===== config.mk =====
export PLATFORM = sky130hd
export DESIGN_NAME = modem_symbol_scheduler_flat
export DESIGN_NICKNAME = d
export VERILOG_FILES = /design/src/rtl/modem_symbol_scheduler_pkg.sv /design/src/rtl/modem_symbol_scheduler_if.sv /design/src/rtl/modem_symbol_scheduler.sv /design/src/flat_wrapper.sv
export SDC_FILE = /design/constraint.sdc
export NUM_CORES = 1
export LEC_CHECK = 0
export ABC_AREA = 1
export CAP_MARGIN = 10
export CORE_MARGIN = 10
export CORE_UTILIZATION = 28
export CTS_BUF_LIST = sky130_fd_sc_hd__clkbuf_8
export DETAILED_ROUTE_END_ITERATION = 6
export PLACE_DENSITY = 0.43
export SLEW_MARGIN = 20
export SYNTH_ARGS = -nofsm -noshare
export SYNTH_HDL_FRONTEND = slang
export SYNTH_SLANG_ARGS = --single-unit

===== constraint.sdc =====
create_clock -name clk -period 3.7 [get_ports clk]
set_input_delay 0.555 -clock clk [delete_from_list [all_inputs] [get_ports clk]]
set_output_delay 0.555 -clock clk [all_outputs]
set_load 0.005 [all_outputs]

===== src/rtl/modem_symbol_scheduler_pkg.sv =====
// rtl/modem_symbol_scheduler_pkg.sv - modulation codes, per-modulation settings and scheduler states
package modem_symbol_scheduler_pkg;

  localparam int MAX_SYMBOL_SIZE = 3;

  typedef enum logic [1:0] {
    MOD_BPSK = 2'd0,
    MOD_QPSK = 2'd1,
    MOD_PSK8 = 2'd2
  } t_modulation;

  typedef struct packed {
    logic [1:0] symbol_size;
  } t_mod_settings;

  typedef enum logic [1:0] {
    SCH_IDLE,
    SCH_RUN,
    SCH_DRAIN
  } t_sched_state;

  // Unassigned code 3 falls back to BPSK so a bad config still yields a valid stream.
  function automatic t_mod_settings get_modulation_settings(input logic [1:0] code);
    t_mod_settings s;
    s.symbol_size = 2'd1;
    case (code)
      2'd1:    s.symbol_size = 2'd2;
      2'd2:    s.symbol_size = 2'd3;
      default: s.symbol_size = 2'd1;
    endcase
    return s;
  endfunction

endpackage


===== src/rtl/modem_symbol_scheduler_if.sv =====
// rtl/modem_symbol_scheduler_if.sv - byte-in / symbol-out handshake bundle of the symbol scheduler
interface modem_symbol_scheduler_if
  import modem_symbol_scheduler_pkg::*;
#(
  parameter int DATA_W = 8
);

  logic [1:0]                 cfg_mod;
  logic [DATA_W-1:0]          s_data;
  logic                       s_valid;
  logic                       s_last;
  logic                       s_ready;
  logic [MAX_SYMBOL_SIZE-1:0] m_sym;
  logic [1:0]                 m_sym_size;
  logic                       m_valid;
  logic                       m_last;
  logic                       m_ready;

  modport slave (
    input  cfg_mod, s_data, s_valid, s_last, m_ready,
    output s_ready, m_sym, m_sym_size, m_valid, m_last
  );

  modport master (
    output cfg_mod, s_data, s_valid, s_last, m_ready,
    input  s_ready, m_sym, m_sym_size, m_valid, m_last
  );

endinterface


===== src/rtl/modem_symbol_scheduler.sv =====
// rtl/modem_symbol_scheduler.sv - splits framed bytes into MSB-first BPSK/QPSK/PSK8 mapper symbols
module modem_symbol_scheduler
  import modem_symbol_scheduler_pkg::*;
#(
  parameter int DATA_W = 8,
  parameter int BUF_W  = DATA_W + 8
) (
  input logic                    clk,
  input logic                    rst_n,
  modem_symbol_scheduler_if.slave bus
);

  localparam int CNT_W = $clog2(BUF_W + 1);
  localparam logic [CNT_W-1:0] WORD_CNT = CNT_W'(DATA_W);
  localparam logic [CNT_W-1:0] HEAD_CNT = CNT_W'(BUF_W - DATA_W);

  t_sched_state               state, state_nxt;
  logic [CNT_W-1:0]           count, count_nxt;
  logic [BUF_W-1:0]           buffer, buffer_nxt;
  logic [1:0]                 size, size_nxt;

  logic [CNT_W-1:0]           size_cnt;
  logic [CNT_W-1:0]           cnt_emit;
  logic [BUF_W-1:0]           buf_emit;
  logic [BUF_W-1:0]           word_ext;
  logic [MAX_SYMBOL_SIZE-1:0] head;
  t_mod_settings              mod_set;
  logic                       s_ready;
  logic                       m_valid;
  logic                       m_last;
  logic                       in_fire;
  logic                       out_fire;

  assign size_cnt = CNT_W'(size);
  assign word_ext = BUF_W'(bus.s_data);
  assign head     = buffer[BUF_W-1 -: MAX_SYMBOL_SIZE];
  assign mod_set  = get_modulation_settings(bus.cfg_mod);

  // Handshake decode uses registered state only, so s_ready never depends on m_ready.
  always_comb begin
    s_ready = 1'b0;
    m_valid = 1'b0;
    m_last  = 1'b0;
    case (state)
      SCH_IDLE: s_ready = 1'b1;
      SCH_RUN: begin
        s_ready = (count < (size_cnt << 1));
        m_valid = (count >= size_cnt);
      end
      SCH_DRAIN: begin
        m_valid = (count != '0);
        m_last  = (count <= size_cnt);
      end
      default: ;
    endcase
  end

  assign in_fire  = bus.s_valid && s_ready;
  assign out_fire = m_valid && bus.m_ready;

  assign bus.s_ready    = s_ready;
  assign bus.m_valid    = m_valid;
  assign bus.m_last     = m_last;
  assign bus.m_sym_size = size;
  // Bits below count are always zero, so a short final symbol comes out zero-padded.
  assign bus.m_sym      = head >> (2'(MAX_SYMBOL_SIZE) - size);

  always_comb begin
    buf_emit   = out_fire ? (buffer << size) : buffer;
    cnt_emit   = out_fire ? (count - size_cnt) : count;
    state_nxt  = state;
    count_nxt  = cnt_emit;
    buffer_nxt = buf_emit;
    size_nxt   = size;
    case (state)
      SCH_IDLE: begin
        if (in_fire) begin
          size_nxt   = mod_set.symbol_size;
          buffer_nxt = word_ext << HEAD_CNT;
          count_nxt  = WORD_CNT;
          state_nxt  = bus.s_last ? SCH_DRAIN : SCH_RUN;
        end
      end
      SCH_RUN: begin
        if (in_fire) begin
          buffer_nxt = buf_emit | (word_ext << (HEAD_CNT - cnt_emit));
          count_nxt  = cnt_emit + WORD_CNT;
          if (bus.s_last) state_nxt = SCH_DRAIN;
        end
      end
      SCH_DRAIN: begin
        if (out_fire && m_last) begin
          state_nxt  = SCH_IDLE;
          count_nxt  = '0;
          buffer_nxt = '0;
        end
      end
      default: state_nxt = SCH_IDLE;
    endcase
  end

  always_ff @(posedge clk or negedge rst_n) begin
    if (!rst_n) begin
      state  <= SCH_IDLE;
      count  <= '0;
      buffer <= '0;
      size   <= 2'd1;
    end else begin
      state  <= state_nxt;
      count  <= count_nxt;
      buffer <= buffer_nxt;
      size   <= size_nxt;
    end
  end

endmodule


===== src/flat_wrapper.sv =====
// flat-port wrapper written by rule: the top's interface ports become plain ports
module modem_symbol_scheduler_flat import modem_symbol_scheduler_pkg::*;
#(
  parameter int DATA_W = 8,
  parameter int BUF_W  = DATA_W + 8
)
  (clk, rst_n, bus_cfg_mod, bus_s_data, bus_s_valid, bus_s_last, bus_m_ready, bus_s_ready, bus_m_sym, bus_m_sym_size, bus_m_valid, bus_m_last);
  modem_symbol_scheduler_if #(.DATA_W(DATA_W)) bus_i ();
  input logic clk;
  input logic rst_n;
  input wire logic [$bits(bus_i.cfg_mod)-1:0] bus_cfg_mod;
  input wire logic [$bits(bus_i.s_data)-1:0] bus_s_data;
  input wire logic [$bits(bus_i.s_valid)-1:0] bus_s_valid;
  input wire logic [$bits(bus_i.s_last)-1:0] bus_s_last;
  input wire logic [$bits(bus_i.m_ready)-1:0] bus_m_ready;
  output wire logic [$bits(bus_i.s_ready)-1:0] bus_s_ready;
  output wire logic [$bits(bus_i.m_sym)-1:0] bus_m_sym;
  output wire logic [$bits(bus_i.m_sym_size)-1:0] bus_m_sym_size;
  output wire logic [$bits(bus_i.m_valid)-1:0] bus_m_valid;
  output wire logic [$bits(bus_i.m_last)-1:0] bus_m_last;
  assign bus_i.cfg_mod = bus_cfg_mod;
  assign bus_i.s_data = bus_s_data;
  assign bus_i.s_valid = bus_s_valid;
  assign bus_i.s_last = bus_s_last;
  assign bus_i.m_ready = bus_m_ready;
  assign bus_s_ready = bus_i.s_ready;
  assign bus_m_sym = bus_i.m_sym;
  assign bus_m_sym_size = bus_i.m_sym_size;
  assign bus_m_valid = bus_i.m_valid;
  assign bus_m_last = bus_i.m_last;
  modem_symbol_scheduler #(.DATA_W(DATA_W), .BUF_W(BUF_W)) u_core (.clk(clk), .rst_n(rst_n), .bus(bus_i));
endmodule

After elaboration in Yosys (flattened, before gate mapping)
Cells that the tools add are included.

Add/sub/neg operators: 4. $lt $le $gt $ge: 3. Bitwise logic cells: 1. Shift operators: 3. Mux-type cells: 20. Equality and inequality tests: 8. Reductions and logical operators: 7.

Operators by type and width (number): 16-bit two-way mux (4); 16-bit case mux with 3 select lines (1); 5-bit two-way mux (4); 16-bit bitwise OR (1); 16-bit by 2-bit << shifter with 16-bit output (1); 8-bit by 5-bit << shifter with 16-bit output (1); 5-bit case mux with 3 select lines (1); 2-bit two-way mux (5); 2-bit by 1-bit != test with 1-bit output, second input constant (3); 2-bit case mux with 3 select lines (1); 5-bit by 4-bit adder with 5-bit output, second input constant (1); 5-bit by 2-bit >= comparator with 1-bit output (1); 5-bit by 2-bit <= comparator with 1-bit output (1); 5-bit by 3-bit less-than comparator with 1-bit output (1); 5-bit nonzero test (1); 4-bit by 5-bit subtractor with 5-bit output, first input constant (1); 5-bit by 2-bit subtractor with 5-bit output (1); 2-bit by 1-bit equality test with 1-bit output, second input constant (2); 2-bit equality test, second input constant (2); 1-bit case mux with 2 select lines (2); 2-bit case mux with 2 select lines (1); 4-bit AND reduction (1); 1-bit logical AND (3); 3-bit by 2-bit >> shifter with 3-bit output (1); 5 further kinds (5).

Output and inout bits: 8. Input port bits: 15. Register bits: 25. Word-level logic and storage cells: 50.

Logic depth before layout (Yosys ltp)
Gate-level depths: netlist of run 1.

Depth in word-level cells: 9. Mapped depth: 25. Depth with buffers taken out: 22.

Worst setup path after synthesis of run 1
No wires, ideal clock.

Path kind: reg-to-reg. Start: register u_core.size[1], in the netlist u_core.bus.m_sym_size[1]. End: register u_core.buffer[12]. Clock period less this slack: 2.879 ns. Stages on the path, launching flop included: 25. Required time: 3.580 ns. Path slack: 0.821 ns. Arrival: 2.758 ns. Cell sequence: dfrtp_1 > clkbuf_1 > inv_2 > buf_1 > ha_1 > nand2_1 > nand2_2 > nor2_4 > nand2_1 > nand2_2 > nand2_4 > nand3_4 > buf_8 > nand2_2 > nand2_2 > buf_6 > nand2_2 > nand2_4 > nand2_1 > nand3_1 > nand3_1 > nand3_1 > nand2_1 > nand2_1 > nand2_1.

Cells in the longest elaborated chain, start to end: 9.

RTL lines: start: declaration (RTL line modem_symbol_scheduler.sv:20) `logic [1:0] size, size_nxt;`; start signal: assignment (RTL line modem_symbol_scheduler.sv:112) `size <= size_nxt;`; 5-bit by 2-bit >= comparator with 1-bit output (RTL line modem_symbol_scheduler.sv:48) `m_valid = (count >= size_cnt);`; 1-bit case mux with 2 select lines (RTL line modem_symbol_scheduler.sv:44) `case (state)`; 1-bit logical AND (RTL line modem_symbol_scheduler.sv:59) `assign out_fire = m_valid && bus.m_ready;`; 5-bit two-way mux (RTL line modem_symbol_scheduler.sv:70) `cnt_emit = out_fire ? (count - size_cnt) : count;`; 4-bit by 5-bit subtractor with 5-bit output (RTL line modem_symbol_scheduler.sv:86) `buffer_nxt = buf_emit | (word_ext << (HEAD_CNT - cnt_emit));`; 8-bit by 5-bit << shifter with 16-bit output (RTL line modem_symbol_scheduler.sv:86); 16-bit bitwise OR (RTL line modem_symbol_scheduler.sv:86); 16-bit two-way mux (RTL line modem_symbol_scheduler.sv:85) `if (in_fire) begin`; 16-bit case mux with 3 select lines * (RTL line modem_symbol_scheduler.sv:75) `case (state)`; via u_core.buffer_nxt[12] (RTL line modem_symbol_scheduler.sv:19) `logic [BUF_W-1:0] buffer, buffer_nxt;`; end signal: assignment (RTL line modem_symbol_scheduler.sv:111) `buffer <= buffer_nxt;`; end: declaration (RTL line modem_symbol_scheduler.sv:19).

The timed path passes the listed nets; every way through them passes the cells marked *. A chain may end at the register's enable or synchronous reset.

Worst setup path in the final report of run 1
Start: register u_core.count[1]. End: register u_core.count[0].

Cells in the longest elaborated chain, start to end: 7.

RTL lines: start: declaration (RTL line modem_symbol_scheduler.sv:18) `logic [CNT_W-1:0] count, count_nxt;`; start signal: assignment (RTL line modem_symbol_scheduler.sv:110) `count <= count_nxt;`; 5-bit by 2-bit >= comparator with 1-bit output / 5-bit nonzero test (equally long branches) (RTL line modem_symbol_scheduler.sv:48, modem_symbol_scheduler.sv:51); 1-bit case mux with 2 select lines (RTL line modem_symbol_scheduler.sv:44); 1-bit logical AND (RTL line modem_symbol_scheduler.sv:59); 5-bit two-way mux (RTL line modem_symbol_scheduler.sv:70); 5-bit by 4-bit adder with 5-bit output (RTL line modem_symbol_scheduler.sv:87) `count_nxt = cnt_emit + WORD_CNT;`; 5-bit two-way mux (RTL line modem_symbol_scheduler.sv:85); 5-bit case mux with 3 select lines * (RTL line modem_symbol_scheduler.sv:75); via u_core.count_nxt[0] (RTL line modem_symbol_scheduler.sv:18).

Marks and branches as above.

==> results of run 1 <==
[metrics by stage]
step	hold WS, ps	instances
2_1_floorplan	259.4	455
3_3_place_gp	545.5	601
3_5_place_dp	555.0	601
4_1_cts	576.4	605
5_1_grt	626.6	605
6_report	569.5	605
[final cells by class]
| class | instances | share of cell area (%) |
|---|---|---|
| clock buffer | 3 | 1.289 |
| clock inverter | 1 | 0.1562 |
| inverter | 59 | 6.989 |
| multi-input combinational | 357 | 58.77 |
| sequential | 25 | 19.56 |
| tap | 133 | 5.193 |
| timing repair buffer | 27 | 8.044 |
[worst min-delay path by stage]
| stage | startpoint | end | cells past startpoint |
|---|---|---|---|
| 6_report | u_core.state[0]$_DFFE_PN0P_ | u_core.state[0]$_DFFE_PN0P_ | 2 |
| 5_1_grt | u_core.state[0]$_DFFE_PN0P_ | u_core.state[0]$_DFFE_PN0P_ | 2 |
| 4_1_cts | u_core.state[0]$_DFFE_PN0P_ | u_core.state[0]$_DFFE_PN0P_ | 2 |
| 3_5_place_dp | u_core.state[0]$_DFFE_PN0P_ | u_core.state[0]$_DFFE_PN0P_ | 2 |
| 3_3_place_gp | u_core.state[0]$_DFFE_PN0P_ | u_core.state[0]$_DFFE_PN0P_ | 2 |
| 2_1_floorplan | rst_n | u_core.buffer[0]$_DFF_PN0_ | 0 |
[registers in the layout (all words and copies together) (netlist names)]
signal,flops
u_core.state,2
u_core.bus.m_sym_size,2
u_core.count,5
u_core.buffer,16
[layer usage]
layer | track usage, % | vias to the layer above | part of all wire, % | routed length (um)
met4 | 3.695 | 0 | 1.9 | 165
met2 | 18.16 | 51 | 42 | 3553
li1 | - | 1512 | - | -
met3 | 1.256 | 10 | 2.5 | 212
met5 | 0 | - | 0 | 0
met1 | 18.05 | 1284 | 54 | 4628
[layout by cell type (no fill, tap or decap)]
cell / n
a21boi_0: 3
nand2_2: 13
inv_2: 7
nand3_2: 1
xor2_1: 2
inv_1: 51
dfrtp_1: 24
mux2i_1: 3
o21ai_2: 1
o21ai_0: 49
nor2_1: 22
nand4_1: 7
o31ai_1: 3
o211ai_1: 4
a211oi_1: 1
fa_1: 1
ha_1: 9
xnor2_1: 1
o22ai_1: 5
nor2_4: 2
inv_4: 1
a31oi_1: 1
nor4_1: 1
o21ai_1: 7
clkbuf_8: 3
nand3_1: 33
nor2_2: 3
o2bb2ai_1: 1
nand2_4: 10
dfstp_2: 1
buf_4: 5
o221ai_1: 1
nor3_1: 5
clkdlybuf4s50_1: 22
a21oi_1: 11
nand3_4: 4
clkinv_2: 1
nand2_1: 153
[cell families (layout without fill, tap and decap cells)]
logic type	after synthesis	in the layout
AND/OR/NAND/NOR	254	254
AO/OA/AOI/OAI	87	87
buffers and inverters	73	90
flip-flops	25	25
adder cells (fa/ha/maj)	10	10
XOR/XNOR	3	3
multiplexers	3	3
[worst max-delay path: stages, from the launching register on]
cell and delay, ps:
dfrtp_1 470, ha_1 330, nand2_1 60, nand2_2 100
nor2_4 40, nand2_1 60, nand2_2 70, nand2_4 110
nand3_4 310, inv_2 280, nand2_1 70, nand2_1 150
nand2_1 130, nor2_1 460, inv_1 180, nand2_1 90
inv_1 40
==> results.json, run 1 <==
{
  "first_global_vias": 2788,
  "criticalPathCategory": "reg2reg",
  "fp-row-count": 36,
  "synth_top_family_by_area": "simple AND/OR/NAND/NOR gates",
  "die-area_mm2": 0.01444,
  "synth_area_mm2": 0.002810,
  "finalHoldViolCount": 0,
  "area_delta_synth_final_pct": 14.02,
  "clk_latency_ps": 280,
  "via_per_inst": 4.722,
  "cts_max_level": 1,
  "crit_start": "u_core.count[1]$_DFF_PN0_",
  "setup_ws_ps": 653.2,
  "yosys.area_share.simple_pct": 43.14,
  "synth_compound_gate_area_share_pct": 17.14,
  "timing.fmax_mhz": 328.2,
  "postSynth.asyncResetShare_pct": 100.0,
  "synth_edf_count": 0,
  "crit_end": "u_core.count[0]$_DFF_PN0_",
  "worst-r2r-setup-slack_ps": 650,
  "r2r_start": "u_core.count[1]$_DFF_PN0_",
  "synth_common_cells": "nand2_1, inv_1, o21ai_0",
  "antenna_found_initial": 0,
  "cts_sinks": 25,
  "placed_cell_area_mm2": 0.003158,
  "place_hpwl_mm": 7.040,
  "stdcell_area_mm2": 0.003204,
  "antenna_cells": 0,
  "die_h_um": 120.2,
  "synth_ff_type": "dfrtp_1",
  "cp-start-kind": "register",
  "drive_gt1_share_pct": 11.02,
  "fin_tns_setup_ps": 0,
  "holdCritPathClass": "reg2reg",
  "seq_area_frac_synth_pct": 22.31,
  "postCtsSetupBuffers": 0,
  "final.min_clock_period_ps": 3047,
  "register_area_um2": 626.9,
  "fin_skew_ps": 8.230,
  "route.detailed.drc": 0,
  "grt_first_pass_wirelength_mm": 14.68,
  "timing.rr.end": "u_core.count[0]$_DFF_PN0_",
  "drt-pass1-iter-count": 4,
  "final.period_utilization_pct": 82.35,
  "grt_overflow": 0,
  "synth_top_area_share_pct": 21.37,
  "synth_xor_area_share_pct": 0.9350,
  "tritoncts": "done",
  "dr.first_iter.drc_count": 150,
  "cp.arrival_ps": 3220,
  "yosysMostFrequentCell": "nand2_1",
  "clock_path_buffers": 2,
  "finalNetCount": 498,
  "yosysWarnings": 0,
  "initial_core_util_pct": 28.75,
  "path_clk_slew_ps": 90,
  "muxShareOfSynthArea_pct": 1.069,
  "ctsResizeCount": 0,
  "r2r.worst_path.cells": 16,
  "wl_per_cell_um": 14.15,
  "cts_buffers": 3,
  "synth_top_area_cell": "dfrtp_1",
  "place_ws_ps": 606.8,
  "syn_inst": 455,
  "vias": 2857,
  "cp_max_fo": 30,
  "final_core_util_pct": 32.78,
  "yosys_register_bits": 25,
  "multi_input_area_mm2": 0.001883,
  "ant_nets": 0,
  "die_w_um": 120.2,
  "synth_adder_area_share_pct": 4.720,
  "num-fill-cells": 1083,
  "gp_congestion": 0.9134,
  "worstMarginPinSlew_ps": 569.2,
  "groute.usage.overall_pct": 12.22,
  "drv_slew": 0,
  "boundaryPins": 23,
  "hold_buffers": 0,
  "maxCapViolations": 0,
  "syn_nets": 480,
  "port_buffers": 22,
  "rsz0062_at_grt": "false",
  "synth_area_per_cell_um2": 6.176,
  "ys_types": 40,
  "cp-end-kind": "register",
  "status": "completed",
  "ys_top_cells_by_area": "dfrtp_1, nand2_1, o21ai_0",
  "max_slew_margin_pct": 61.91,
  "clockRootBuffer": "clkbuf_8",
  "core-area_mm2": 0.009774,
  "grt_max_degree": 33,
  "cp.required_ps": 3880,
  "finalSetupViolCount": 0,
  "routed_wl_mm": 8.560
}
Power of run 1 is not shown: default switching activity piles up to over one toggle a cycle in this logic, so the estimate is an artifact.
==> inputs of run 2 (changes only) <==
==> constraint.sdc (replaced) <==
create_clock -name clk -period 2.9 [get_ports clk]
set_input_delay 0.435 -clock clk [delete_from_list [all_inputs] [get_ports clk]]
set_output_delay 0.435 -clock clk [all_outputs]
set_load 0.005 [all_outputs]
==> results.json, run 2 (synthesis results as in run 1) <==
{
  "cp-end-kind": "output pin",
  "critPathMostFrequentCell": "inv_1",
  "antenna_found_initial": 0,
  "cp_slowest_stage_delay_ps": 490,
  "worst_path_dominant_cell_family": "buffers and inverters",
  "drv_slew": 0,
  "max_slew_margin_pct": 68.76,
  "initial_core_util_pct": 28.75,
  "grt_first_pass_wirelength_mm": 14.69,
  "critPathBufInv": 4,
  "largest_registers": "u_core.buffer x16, u_core.count x5",
  "worstMarginPinSlew_ps": 463.7,
  "area_delta_synth_final_pct": 16.38,
  "cts_max_level": 1,
  "drive_gt1_share_pct": 12.92,
  "clk_latency_ps": 280,
  "grt_overflow": 0,
  "most-common-layout-cells": "nand2_1, inv_1, o21ai_0",
  "fin_skew_ps": 8.501,
  "maxCapViolations": 0,
  "regMostFlops": "u_core.buffer",
  "die-area_mm2": 0.01444,
  "drt-pass1-iter-count": 4,
  "ant_nets": 0,
  "routed_wl_mm": 8.738,
  "boundaryPins": 23,
  "finalHoldViolCount": 0,
  "wl_per_cell_um": 14.25,
  "final_common_cell": "nand2_1",
  "holdCritPathClass": "in2async",
  "final.period_utilization_pct": 95.36,
  "place_hpwl_mm": 7.042,
  "vias": 2898,
  "timing.fmax_mhz": 361.6,
  "grt_max_degree": 37,
  "fin_tns_setup_ps": 0,
  "antenna_cells": 0,
  "groute.usage.overall_pct": 12.17,
  "status": "completed",
  "die_w_um": 120.2,
  "hold_buffers": 0,
  "finalNetCount": 506,
  "criticalPathCategory": "reg2out",
  "first_global_vias": 2842,
  "gp_congestion": 0.9466,
  "cp.required_ps": 2470,
  "core-area_mm2": 0.009774,
  "cp_max_fo": 5,
  "cts_sinks": 25,
  "holdWs_ps": 535.5,
  "finalSetupViolCount": 0,
  "cts_buffers": 3,
  "fp-row-count": 36,
  "cp-start-kind": "register",
  "tritoncts": "done",
  "port_buffers": 22,
  "route.detailed.drc": 0,
  "final.min_clock_period_ps": 2765,
  "dr.first_iter.drc_count": 143,
  "clockRootBuffer": "clkbuf_8",
  "via_per_inst": 4.728,
  "path_clk_slew_ps": 100,
  "stdcell_area_mm2": 0.003271,
  "die_h_um": 120.2,
  "cp.arrival_ps": 2330,
  "clock_path_buffers": 2,
  "placed_cell_area_mm2": 0.003203,
  "largest_reg_flops": 16,
  "crit_slowest_cell": "clkdlybuf4s50_1",
  "path_cells": "inv_1, ha_1, inv_1, nor4_1, nor2_1, inv_1, clkdlybuf4s50_1"
}
-- run 2: what timing repair did --
item,4_1_cts,5_1_grt
endpoints found under the setup margin,0,3
resized for setup,0,2
buffers inserted,0,2
-- run 2: worst register-to-register path, stage by stage, from the launching register on --
cell and delay (ps):
dfstp_2 550, ha_1 140, inv_1 60, fa_1 430
xor2_1 210, nand4_1 180, nand2_4 160, nand3_4 120
nand2_2 200, nand3_1 210, nand2_1 100, nand3_1 100
nand2_1 70, nand2_1 50, nand2_1 50
-- run 2: final timing paths --
path                                                      start                                   end  slack [ps]  depth (start not counted)
setup / recovery                    u_core.state[1]$_DFFE_PN0P_                           bus_s_ready         130                          7
hold / removal                                            rst_n            u_core.buffer[4]$_DFF_PN0_         540                          2
setup reg to reg           u_core.bus.m_sym_size[0]$_DFFE_PN1P_           u_core.buffer[11]$_DFF_PN0_         210                         14
hold reg to reg                     u_core.state[0]$_DFFE_PN0P_           u_core.state[0]$_DFFE_PN0P_         560                          2
max in group asynchronous                                 rst_n  u_core.bus.m_sym_size[0]$_DFFE_PN1P_        2050                          2
min in group clk                    u_core.state[0]$_DFFE_PN0P_           u_core.state[0]$_DFFE_PN0P_         560                          2
-- run 2: final cells by class --
type                       count  area (um2)
fill                        1122        6504
multi-input combinational    357        1888
sequential                    25       628.1
timing repair buffer          35       317.8
inverter                      59       224.0
tap                          133       166.4
clock buffer                   3       41.29
clock inverter                 1       5.005
-- run 2: stage by stage --
stage	worst slack (ps)	instances	util (%)
2_1_floorplan	21.39	455	-
3_3_place_gp	154.9	607	32.77
3_5_place_dp	240.9	607	32.77
4_1_cts	144.3	611	33.24
5_1_grt	-3.200	613	33.46
6_report	134.6	613	33.46
-- run 2: layer usage --
layer,vias to the layer above,GRT usage (%),routed length [um]
li1,1529,-,-
met1,1318,17.08,4545
met2,43,19.19,3820
met3,8,1.675,257
met4,0,3.017,115
met5,-,0,0
Power of run 2 is left out for the same reason.
==> inputs of run 3 (changes only) <==
--- a/config.mk
+++ b/config.mk
@@ -11,6 +11,7 @@
 export CORE_UTILIZATION = 28
 export CTS_BUF_LIST = sky130_fd_sc_hd__clkbuf_8
 export DETAILED_ROUTE_END_ITERATION = 6
+export GPL_TIMING_DRIVEN = 0
 export PLACE_DENSITY = 0.43
 export SLEW_MARGIN = 20
 export SYNTH_ARGS = -nofsm -noshare
==> results.json, run 3 (synthesis results as in run 1) <==
{
  "cp.arrival_ps": 2290,
  "clock_path_buffers": 2,
  "grt_overflow": 0,
  "clockRootBuffer": "clkbuf_8",
  "die_w_um": 120.2,
  "cts_max_level": 1,
  "drv_slew": 0,
  "via_per_inst": 4.775,
  "cts_buffers": 3,
  "cp.required_ps": 2470,
  "maxCapViolations": 0,
  "area_delta_synth_final_pct": 21.95,
  "cp-start-kind": "register",
  "antenna_found_initial": 0,
  "path_clk_slew_ps": 100,
  "initial_core_util_pct": 28.75,
  "largest_registers": "u_core.buffer x16, u_core.count x5",
  "rsz0062_at_grt": "true",
  "drt-pass1-iter-count": 4,
  "num-fill-cells": 1109,
  "port_buffers": 22,
  "status": "completed",
  "wl_per_cell_um": 14.95,
  "fin_skew_ps": 7.349,
  "die_h_um": 120.2,
  "ant_nets": 0,
  "core-area_mm2": 0.009774,
  "cp-end-kind": "output pin",
  "criticalPathCategory": "reg2out",
  "grt_max_degree": 26,
  "place_hpwl_mm": 7.324,
  "finalHoldViolCount": 0,
  "final_common_cell": "nand2_1",
  "fin_tns_setup_ps": 0,
  "final.min_clock_period_ps": 2721,
  "max_slew_margin_pct": 60.10,
  "dr.first_iter.drc_count": 183,
  "routed_wl_mm": 9.315,
  "finalNetCount": 516,
  "timing.fmax_mhz": 367.5,
  "first_global_vias": 2882,
  "grt_first_pass_wirelength_mm": 14.91,
  "cts_sinks": 25,
  "finalSetupViolCount": 0,
  "regMostFlops": "u_core.buffer",
  "register_area_um2": 628.1,
  "tritoncts": "done",
  "fp-row-count": 36,
  "holdCritPathClass": "in2async",
  "route.detailed.drc": 0,
  "largest_reg_flops": 16,
  "vias": 2975,
  "groute.usage.overall_pct": 12.59,
  "drive_gt1_share_pct": 16.53,
  "clk_latency_ps": 280,
  "most-common-layout-cells": "nand2_1, inv_1, o21ai_0",
  "die-area_mm2": 0.01444,
  "gp_congestion": 0.8832,
  "cp_max_fo": 10,
  "worstMarginPinSlew_ps": 598.6,
  "antenna_cells": 0,
  "final.period_utilization_pct": 93.82,
  "multi_input_area_mm2": 0.001978,
  "boundaryPins": 23
}
## run 3: path summary, 6_finish.rpt
| kind | start | endpoint | slack (ps) | cells past startpoint |
|---|---|---|---|---|
| worst max-delay path | u_core.bus.m_sym_size[0]$_DFFE_PN1P_ | bus_m_sym[0] | 180 | 6 |
| worst min-delay path | rst_n | u_core.buffer[15]$_DFF_PN0_ | 150 | 1 |
| worst max register to register | u_core.count[0]$_DFF_PN0_ | u_core.buffer[13]$_DFF_PN0_ | 220 | 18 |
| worst min register to register | u_core.state[0]$_DFFE_PN0P_ | u_core.state[0]$_DFFE_PN0P_ | 560 | 2 |
| max in group asynchronous | rst_n | u_core.bus.m_sym_size[1]$_DFFE_PN0P_ | 2320 | 1 |
| min in group clk | u_core.state[0]$_DFFE_PN0P_ | u_core.state[0]$_DFFE_PN0P_ | 560 | 2 |
## run 3: cell type report
class	instances	area share [%]
Timing Repair Buffer	32	8.762
Multi-Input combinational cell	358	57.72
Tap cell	133	4.856
Clock inverter	1	0.1460
Buffer	12	2.300
Sequential cell	25	18.33
Clock buffer	3	1.205
Inverter	59	6.681
## run 3: stage by stage
step | utilization, % | area [um2] | hold slack, ps | setup WS (ps) | std cells
6_report | 35.06 | 3427 | 150.8 | 179.2 | 623
4_1_cts | 33.47 | 3272 | 188.2 | 5.841 | 615
3_5_place_dp | 32.65 | 3192 | 496.6 | -760.4 | 610
3_3_place_gp | 32.71 | 3197 | 543.8 | -745.9 | 610
2_1_floorplan | - | 2810 | 139.4 | 21.39 | 455
5_1_grt | 35.06 | 3427 | 201.9 | -4.261 | 623
## run 3: timing repair
action / CTS / global route
hold buffers: 0 / 0
pin swaps: 0 / 5
cloned: 0 / 2
gates resized for setup: 10 / 26
buffers inserted: 2 / 7
endpoints found under the setup margin: 28 / 18
## run 3: layer usage
metal  share of wire [%]  global-route usage (%)  vias to the layer above
li1                    -                       -                     1550
met1                  51                   18.04                     1363
met2                  45                   19.84                       54
met3                 3.2                   1.210                        8
met4                 1.2                   2.941                        0
met5                   0                       0                        -
## run 3: critical path, stage by stage (launching register included)
cell	delay [ps]
dfstp_2	580
clkbuf_2	220
clkbuf_2	260
buf_2	260
nand3_1	90
o21ai_0	70
clkdlybuf4s50_1	530
Power of run 3 is left out for the same reason.
